### config.mk
export PLATFORM = sky130hd
export DESIGN_NAME = write_address_counter_flat
export DESIGN_NICKNAME = d
export VERILOG_FILES = /design/src/rtl/write_address_counter_if.sv /design/src/rtl/write_address_counter.sv /design/src/flat_wrapper.sv
export SDC_FILE = /design/constraint.sdc
export NUM_CORES = 1
export LEC_CHECK = 0
export BUFFER_PORTS_ARGS = -buffer_cell sky130_fd_sc_hd__buf_4
export CORE_ASPECT_RATIO = 1.4
export CORE_UTILIZATION = 32
export DETAILED_ROUTE_END_ITERATION = 10
export GPL_ROUTABILITY_DRIVEN = 0
export SLEW_MARGIN = 5
export SYNTH_ARGS = -nofsm -noshare
export SYNTH_HDL_FRONTEND = slang
export SYNTH_SLANG_ARGS = --single-unit
### constraint.sdc
create_clock -name clk -period 3.4 [get_ports clk]
set_input_delay 0.68 -clock clk [delete_from_list [all_inputs] [get_ports clk]]
set_output_delay 0.68 -clock clk [all_outputs]
set_load 0.02 [all_outputs]
### src/rtl/write_address_counter_if.sv
// Write-side buffer handshake bundle: producer/consumer requests in, accept
// strobes, write address/strobes and occupancy flags out.
interface write_address_counter_if #(
  parameter int DEPTH = 15,
  parameter int AW    = 4
);
  logic             WriteEn;
  logic             ReadEn;
  logic [AW-1:0]    WriteReg;
  logic [DEPTH-1:0] WriteSel;
  logic             WrAccept;
  logic             RdAccept;
  logic [AW-1:0]    Count;
  logic             Full;
  logic             Empty;
  logic             Overflow;

  modport master (
    output WriteEn, ReadEn,
    input  WriteReg, WriteSel, WrAccept, RdAccept, Count, Full, Empty, Overflow
  );

  modport slave (
    input  WriteEn, ReadEn,
    output WriteReg, WriteSel, WrAccept, RdAccept, Count, Full, Empty, Overflow
  );
endinterface

### src/rtl/write_address_counter.sv
// Write-side one-hot ring pointer, encoded write address and shared fill count
// for the 15-entry register buffer.
module write_address_counter #(
  parameter int DEPTH = 15,
  parameter int AW    = 4
) (
  input logic                     clk,
  input logic                     rst,
  write_address_counter_if.slave  bus
);

  logic [DEPTH-1:0] ring;
  logic [AW-1:0]    writeReg;
  logic [AW-1:0]    count;
  logic [AW-1:0]    nextCount;
  logic             full;
  logic             empty;
  logic             overflow;
  logic             wrAccept;
  logic             rdAccept;
  logic             ringValid;

  // No bypass: a write into an empty buffer cannot be read in the same cycle,
  // and a read from a full buffer does not make room for a same-cycle write.
  assign wrAccept = bus.WriteEn & ~full;
  assign rdAccept = bus.ReadEn & ~empty;

  assign ringValid = (ring != '0) && ((ring & (ring - DEPTH'(1))) == '0);

  always_comb begin
    nextCount = count;
    if (wrAccept && !rdAccept) begin
      nextCount = count + AW'(1);
    end else if (!wrAccept && rdAccept) begin
      nextCount = count - AW'(1);
    end
  end

  always_ff @(posedge clk) begin
    if (rst) begin
      ring     <= DEPTH'(1);
      writeReg <= '0;
      count    <= '0;
      full     <= 1'b0;
      empty    <= 1'b1;
      overflow <= 1'b0;
    end else begin
      // A corrupted ring is forced back to slot 0; occupancy keeps tracking.
      if (!ringValid) begin
        ring     <= DEPTH'(1);
        writeReg <= '0;
      end else if (wrAccept) begin
        ring     <= {ring[DEPTH-2:0], ring[DEPTH-1]};
        writeReg <= (writeReg == AW'(DEPTH - 1)) ? '0 : writeReg + AW'(1);
      end
      count <= nextCount;
      full  <= (nextCount == AW'(DEPTH));
      empty <= (nextCount == '0);
      if (bus.WriteEn && full) begin
        overflow <= 1'b1;
      end
    end
  end

  assign bus.WriteSel = ring & {DEPTH{wrAccept}};
  assign bus.WrAccept = wrAccept;
  assign bus.RdAccept = rdAccept;
  assign bus.WriteReg = writeReg;
  assign bus.Count    = count;
  assign bus.Full     = full;
  assign bus.Empty    = empty;
  assign bus.Overflow = overflow;

endmodule

### src/flat_wrapper.sv
// flat-port wrapper written by rule: the top's interface ports become plain ports
module write_address_counter_flat 
#(
  parameter int DEPTH = 15,
  parameter int AW    = 4
)
  (clk, rst, bus_WriteEn, bus_ReadEn, bus_WriteReg, bus_WriteSel, bus_WrAccept, bus_RdAccept, bus_Count, bus_Full, bus_Empty, bus_Overflow);
  write_address_counter_if #(.DEPTH(DEPTH), .AW(AW)) bus_i ();
  input logic clk;
  input logic rst;
  input wire logic [$bits(bus_i.WriteEn)-1:0] bus_WriteEn;
  input wire logic [$bits(bus_i.ReadEn)-1:0] bus_ReadEn;
  output wire logic [$bits(bus_i.WriteReg)-1:0] bus_WriteReg;
  output wire logic [$bits(bus_i.WriteSel)-1:0] bus_WriteSel;
  output wire logic [$bits(bus_i.WrAccept)-1:0] bus_WrAccept;
  output wire logic [$bits(bus_i.RdAccept)-1:0] bus_RdAccept;
  output wire logic [$bits(bus_i.Count)-1:0] bus_Count;
  output wire logic [$bits(bus_i.Full)-1:0] bus_Full;
  output wire logic [$bits(bus_i.Empty)-1:0] bus_Empty;
  output wire logic [$bits(bus_i.Overflow)-1:0] bus_Overflow;
  assign bus_i.WriteEn = bus_WriteEn;
  assign bus_i.ReadEn = bus_ReadEn;
  assign bus_WriteReg = bus_i.WriteReg;
  assign bus_WriteSel = bus_i.WriteSel;
  assign bus_WrAccept = bus_i.WrAccept;
  assign bus_RdAccept = bus_i.RdAccept;
  assign bus_Count = bus_i.Count;
  assign bus_Full = bus_i.Full;
  assign bus_Empty = bus_i.Empty;
  assign bus_Overflow = bus_i.Overflow;
  write_address_counter #(.DEPTH(DEPTH), .AW(AW)) u_core (.clk(clk), .rst(rst), .bus(bus_i));
endmodule
==> results of run 1 <==
power by group through the flow:
stage | sequential [mW] | combinational [mW] | clock (mW)
after global routing | 0.361 | 0.260 | 0.225
after floorplan | 0.378 | 0.147 | 0
after detailed placement | 0.362 | 0.235 | 0
final | 0.355 | 0.234 | 0.204
after global placement | 0.361 | 0.225 | 0
after CTS | 0.355 | 0.236 | 0.213
cell families after synthesis:
| kind of cell | count (synthesis) | share of synthesized area |
|---|---|---|
| simple gates | 66 | 0.3082 |
| compound gates | 40 | 0.2123 |
| buf+inv | 12 | 0.04003 |
| xor+xnor | 4 | 0.02608 |
| fa+ha+maj | 3 | 0.02607 |
| flops | 26 | 0.3873 |
registers in the layout (all words and copies together) (netlist names):
name,cells
u_core.bus.Count,4
u_core.bus.Empty,1
u_core.bus.Full,1
u_core.bus.Overflow,1
u_core.bus.WriteReg,4
u_core.ring,15
cell usage in the layout (no fill, tap or decap), types with 2 or more instances in the layout:
master / count
xnor2_1: 3
nand3_1: 2
a21oi_1: 22
or3_1: 3
nand2_1: 5
a211oi_1: 5
nand2b_1: 3
clkbuf_8: 4
nor4_1: 4
nor2_1: 10
buf_4: 33
o21ai_0: 2
and2_1: 14
nor3_2: 10
ha_1: 2
inv_1: 6
dfxtp_1: 26
nor3_1: 10
worst reg2reg max path: stages (launching register included):
cell,delay (ns)
dfxtp_1,0.37
nor4_2,0.36
nand2b_1,0.14
nor4_1,0.32
o31ai_2,0.24
buf_4,0.26
a2111o_1,0.34
area by class of cell:
cell class / count / area (µm²) / area share
Inverter: 6 / 22.52 / 0.01349
Timing Repair Buffer: 33 / 247.7 / 0.1484
Tap cell: 43 / 53.80 / 0.03223
Sequential cell: 26 / 520.5 / 0.3118
Multi-Input combinational cell: 113 / 769.5 / 0.4610
Clock buffer: 4 / 55.05 / 0.03298
how the worst max path moves through the flow:
stage	cells past startpoint	from	slack, ns	to
3_3_place_gp	7	bus_WriteEn	1.13	u_core.bus.Full
5_1_grt	5	bus_WriteEn	1.02	bus_WriteSel[13]
3_5_place_dp	5	bus_WriteEn	1.12	bus_WriteSel[4]
2_1_floorplan	5	bus_WriteEn	0.96	bus_WriteSel[10]
6_report	5	bus_WriteEn	1.12	bus_WriteSel[2]
4_1_cts	5	bus_WriteEn	1.11	bus_WriteSel[4]
stage by stage:
| step | power [mW] | setup WS, ns | instance area [µm²] | util | hold slack (ns) |
|---|---|---|---|---|---|
| floorplan | 0.5254 | 0.9636 | 1344 | - | 0.5135 |
| global placement | 0.5862 | 1.128 | 1614 | 0.4049 | 0.4587 |
| detailed placement | 0.5971 | 1.116 | 1614 | 0.4049 | 0.4736 |
| CTS | 0.8034 | 1.108 | 1669 | 0.4187 | 0.4963 |
| global route | 0.8460 | 1.017 | 1669 | 0.4187 | 0.5220 |
| finish | 0.7938 | 1.117 | 1669 | 0.4187 | 0.4890 |
routing by layer:
| layer | routed length, µm | up-vias | global-route usage |
|---|---|---|---|
| li1 | - | 618 | - |
| met1 | 1374 | 604 | 0.1772 |
| met2 | 1566 | 37 | 0.2667 |
| met3 | 134 | 7 | 0.02471 |
| met4 | 65 | 0 | 0.07805 |
| met5 | 0 | - | 0 |
==> flow_metrics.py, run 1 <==
metrics = {
    "detailed_routing": {
        "vias": 1266,
        "drt-initial-drc-count": 51,
        "viasPerCell": 5.627,
        "dr.pass1.iters": 7,
        "drtAntennaViolNets": 0,
        "wl_per_cell_um": 13.96,
        "remaining_drc_errors": 6,
        "drt_wl_total_mm": 3.141,
    },
    "power_and_ir_drop": {
        "power.share.sequential": 0.447,
        "p_int_uw": 523.0,
        "p_clk_frac": 0.257,
        "peakVddDrop_mv": 0.1882,
        "p_leak_nw": 0.6616,
        "powerDensity_nw_per_um2": 475.6,
        "switching_share": 0.3411,
        "power_frac_comb": 0.295,
        "p_sw_uw": 270.8,
    },
    "clock_tree": {
        "cts_made_buffers": 3,
        "post_cts_buffers": 0,
        "cts_tree": "yes",
        "cts_max_path_buffers": 2,
        "clk_latency_ns": 0.28,
        "cts_hold_buf": 0,
        "clkTransAtPathRegs_ns": 0.08,
        "cts_root_buffer": "clkbuf_8",
        "cts_max_level": 1,
        "cts.repair.resized": 0,
        "clock-sinks": 26,
    },
    "critical_path": {
        "rr_startpoint": "u_core.ring[2]",
        "worstPathBufferInverterCount": 3,
        "path_cells": "buf_4 > nand2b_1 > inv_1 > and2_1 > buf_4",
        "cpMaxStageDelayCell": "inv_1",
        "max_stage_delay_ns": 0.38,
        "rrSetupSlack_ns": 1.26,
        "rr_worst_depth": 6,
        "crit_top_cell": "buf_4",
        "arrival_ns": 1.60,
        "critical_path.max_fanout": 20,
        "setup.worst_path.start_class": "input pin",
        "worstPathRequired_ns": 2.72,
        "r2r-end": "u_core.ring[0]",
        "cp-end-kind": "primary output",
        "crit_family": "buffers and inverters",
        "crit_type": "in -> out",
    },
    "die": {
        "rows": 27,
        "coreArea_um2": 3986,
        "die_x_um": 56.77,
        "die_h_um": 78.68,
        "start_util": 0.3371,
        "die_area_um2": 4466,
        "ios": 32,
    },
    "place": {
        "hpwl_mm": 2.262,
        "post-place-cells": 221,
        "numPortBuffers": 31,
    },
    "yosys": {
        "synth_edf_count": 0,
        "yosys-top-cells-count": "dfxtp_1, a21oi_1, and2_1",
        "synth_nets": 157,
        "synth_most_common_cell": "dfxtp_1",
        "synth_top_area_share": 0.3873,
        "seq_area_frac_synth": 0.3873,
        "yosys_warnings": 0,
        "synth_cells": 151,
        "synth_cell_types": 37,
        "synth_flop_cell": "dfxtp_1",
        "ys_ff_latch": 26,
        "syn_avg_cell_area_um2": 8.899,
        "syn-cell-area_um2": 1344,
        "synth_top_area_cell": "dfxtp_1",
        "yosys-top-cells-area": "dfxtp_1, a21oi_1, nor3_2, and2_1, nor3_1",
        "async_reset_ff_frac": 0,
    },
    "job": {
        "cap_viol_max_count": 0,
    },
    "timing": {
        "worstMarginPinSlew_ns": 0.8968,
        "min_period_ns": 2.283,
        "rsz0062_at_grt": "false",
        "clock.fmax_ghz": 0.4379,
        "fin_worst_skew_ns": 0.01104,
        "fin_crit_sh": 0.6716,
        "slew_headroom": 0.3985,
        "hold_violations": 0,
        "finalSetupViolations": 0,
        "tns_ns": 0,
        "slew_viol_final": 0,
    },
    "grt": {
        "grt_usage": 0.1527,
        "grt_max_degree": 24,
        "grt_pass1_vias": 1205,
        "antenna_found_initial": 0,
        "grt_pass1_wl_mm": 5.430,
        "gr-total-overflow": 0,
    },
    "min_path": {
        "holdPathStages": 2,
        "worstHoldStart": "u_core.bus.Overflow",
        "hold_path.class": "reg -> reg",
        "min_to": "u_core.bus.Overflow",
    },
    "final_layout": {
        "syn_to_final_growth_pct": 24.21,
        "fin_nets": 189,
        "n_fill_cell": 418,
        "drive_above_1_share": 0.2912,
        "diodes": 0,
        "instances_no_fill": 225,
    },
    "status": {
        "status": "complete, but fails checks",
        "violations": "design-rule violations",
    },
}
Note: power is estimated with default switching activity, not from simulation.
==> inputs of run 2 (changes only) <==
--- a/config.mk
+++ b/config.mk
@@ -5,6 +5,7 @@
 export SDC_FILE = /design/constraint.sdc
 export NUM_CORES = 1
 export LEC_CHECK = 0
+export ABC_AREA = 1
 export BUFFER_PORTS_ARGS = -buffer_cell sky130_fd_sc_hd__buf_4
 export CORE_ASPECT_RATIO = 1.4
 export CORE_UTILIZATION = 32
==> constraint.sdc (replaced) <==
create_clock -name clk -period 2.3 [get_ports clk]
set_input_delay 0.46 -clock clk [delete_from_list [all_inputs] [get_ports clk]]
set_output_delay 0.46 -clock clk [all_outputs]
set_load 0.02 [all_outputs]
==> flow_metrics.py, run 2 <==
metrics = {
    "yosys": {
        "synth_top_family_by_area": "simple AND/OR/NAND/NOR gates",
        "synth_nets": 246,
        "seq_area_frac_synth": 0.3265,
        "yosys-top-cells-count": "inv_1, nor2_1, nand2_1, dfxtp_1, o21bai_1",
        "synth_cell_types": 26,
        "yosys.area_share.simple": 0.3854,
        "syn_avg_cell_area_um2": 6.642,
        "synth_top_area_share": 0.3265,
        "yosys.area_share.xor_xnor": 0.01648,
        "synth_most_common_cell": "inv_1",
        "yosys-top-cells-area": "dfxtp_1, inv_1, nor2_1, nand2_1, o21bai_1",
        "async_reset_ff_frac": 0,
        "yosys_warnings": 0,
        "synth_flop_cell": "dfxtp_1",
        "synth_edf_count": 0,
        "ys_ff_latch": 26,
        "syn-cell-area_um2": 1594,
        "synth_cells": 240,
        "synth.mux.area_fraction": 0,
        "synthAdderAreaFrac": 0.01570,
        "synth_compound_area_frac": 0.1185,
        "synth_top_area_cell": "dfxtp_1",
    },
    "place": {
        "post-place-cells": 330,
        "place_ws_ns": 0.5195,
        "numPortBuffers": 31,
        "hpwl_mm": 2.575,
    },
    "clock_tree": {
        "post_cts_buffers": 0,
        "clock-sinks": 26,
        "cts_max_path_buffers": 2,
        "cts_tree": "yes",
        "clk_latency_ns": 0.27,
        "cts_made_buffers": 3,
        "cts_hold_buf": 0,
        "cts_max_level": 1,
        "clkTransAtPathRegs_ns": 0.09,
        "cts_root_buffer": "clkbuf_8",
        "cts.repair.resized": 0,
    },
    "die": {
        "die_h_um": 85.51,
        "die_x_um": 61.65,
        "rows": 30,
        "die_area_um2": 5272,
        "start_util": 0.3318,
        "coreArea_um2": 4805,
        "ios": 32,
    },
    "final_layout": {
        "diodes": 0,
        "layout.cells.most_common": "inv_1",
        "regMostFlops": "u_core.ring",
        "drive_above_1_share": 0.2111,
        "largest_reg_flops": 15,
        "fin_nets": 277,
        "syn_to_final_growth_pct": 21.11,
        "layout_common_cells": "inv_1, nor2_1, nand2_1, buf_4, dfxtp_1",
        "instances_no_fill": 334,
        "n_fill_cell": 534,
    },
    "timing": {
        "fin_worst_skew_ns": 0.002984,
        "fin_crit_sh": 0.7728,
        "slew_headroom": 0.6791,
        "hold_violations": 0,
        "layout_setup_ws_ns": 0.5225,
        "rsz0062_at_grt": "false",
        "slew_viol_final": 0,
        "finalSetupViolations": 0,
        "clock.fmax_ghz": 0.5626,
        "tns_ns": 0,
        "min_period_ns": 1.778,
        "worstMarginPinSlew_ns": 0.4797,
    },
    "critical_path": {
        "cp-end-kind": "primary output",
        "arrival_ns": 1.32,
        "crit_type": "reg -> out",
        "critical_path.max_fanout": 18,
        "setup.worst_path.start_class": "flip-flop",
        "worstPathRequired_ns": 1.84,
    },
    "job": {
        "cap_viol_max_count": 0,
    },
    "grt": {
        "grt_usage": 0.1492,
        "antenna_found_initial": 0,
        "grt_pass1_wl_mm": 6.127,
        "use_met1": 0.1844,
        "grt_max_degree": 21,
        "grtUsageMet3": 0.01810,
        "gr-total-overflow": 0,
        "grt_use_met2": 0.2590,
        "grt_pass1_vias": 1437,
        "gr-max-usage-layer": "met2",
    },
    "detailed_routing": {
        "remaining_drc_errors": 0,
        "wl_per_cell_um": 10.51,
        "drtAntennaViolNets": 0,
        "dr.pass1.iters": 4,
        "vias": 1482,
        "drt_wl_total_mm": 3.510,
        "drt-initial-drc-count": 55,
        "viasPerCell": 4.437,
    },
    "min_path": {
        "hold_path.class": "in -> reg",
    },
    "power_and_ir_drop": {
        "peakVddDrop_mv": 0.3255,
        "p_leak_nw": 0.8671,
        "powerDensity_nw_per_um2": 571.4,
    },
    "status": {
        "status": "finished clean",
    },
}
run 2: changes by cell type after synthesis, sizes merged, moves of 8 or more:
cell    delta
a21oi     -18
and2      -14
inv       +41
nand2     +38
nor2      +40
o21ai      +8
o21bai    +15
run 2: cell type report:
type / count / area, µm² / area share
flip-flops and latches: 26 / 520.5 / 0.2696
well taps: 64 / 80.08 / 0.04148
clock buffers: 4 / 55.05 / 0.02852
inverters: 48 / 180.2 / 0.09332
repair buffers: 32 / 240.2 / 0.1244
multi-input cells: 160 / 854.6 / 0.4426
run 2: worst paths after layout:
path,to,start,depth (start not counted),slack [ns]
setup reg to reg,u_core.ring[0],u_core.ring[0],10,0.66
hold / removal,u_core.bus.Count[0],rst,2,0.39
hold reg to reg,u_core.bus.Overflow,u_core.bus.Overflow,2,0.50
setup / recovery,bus_WriteSel[13],u_core.bus.Full,4,0.52
run 2: power breakdown:
part | total, mW | switching (mW) | internal (mW)
registers | 0.508 | 0.0331 | 0.474
clock network | 0.300 | 0.147 | 0.153
logic | 0.296 | 0.191 | 0.105
total | 1.10 | 0.371 | 0.732
run 2: through the flow:
stage / total power, mW / utilization / cell area, µm² / hold WS (ns)
6_report: 1.103 / 0.4018 / 1931 / 0.3943
5_1_grt: 1.176 / 0.4018 / 1931 / 0.3980
4_1_cts: 1.120 / 0.4018 / 1931 / 0.3896
3_5_place_dp: 0.8161 / 0.3904 / 1876 / 0.4915
3_3_place_gp: 0.8148 / 0.3904 / 1876 / 0.4832
2_1_floorplan: 0.7374 / - / 1594 / 0.5314
run 2: logic make-up after synthesis:
kind of cell	count (synthesis)
AO/OA/AOI/OAI	30
XOR/XNOR	3
adder cells (fa/ha/maj)	2
buffers and inverters	54
flip-flops	26
AND/OR/NAND/NOR	125
run 2: layer usage:
metal,wire length (µm),vias up,share of wire
li1,-,799,-
met1,1558,657,0.44
met2,1808,22,0.52
met3,102,4,0.029
met4,41,0,0.012
met5,0,-,0
run 2: critical path, stage by stage, from the launching register on:
cell and delay, ns:
dfxtp_1 0.34, inv_1 0.07, nand2_2 0.22, nor2_1 0.24
buf_4 0.17
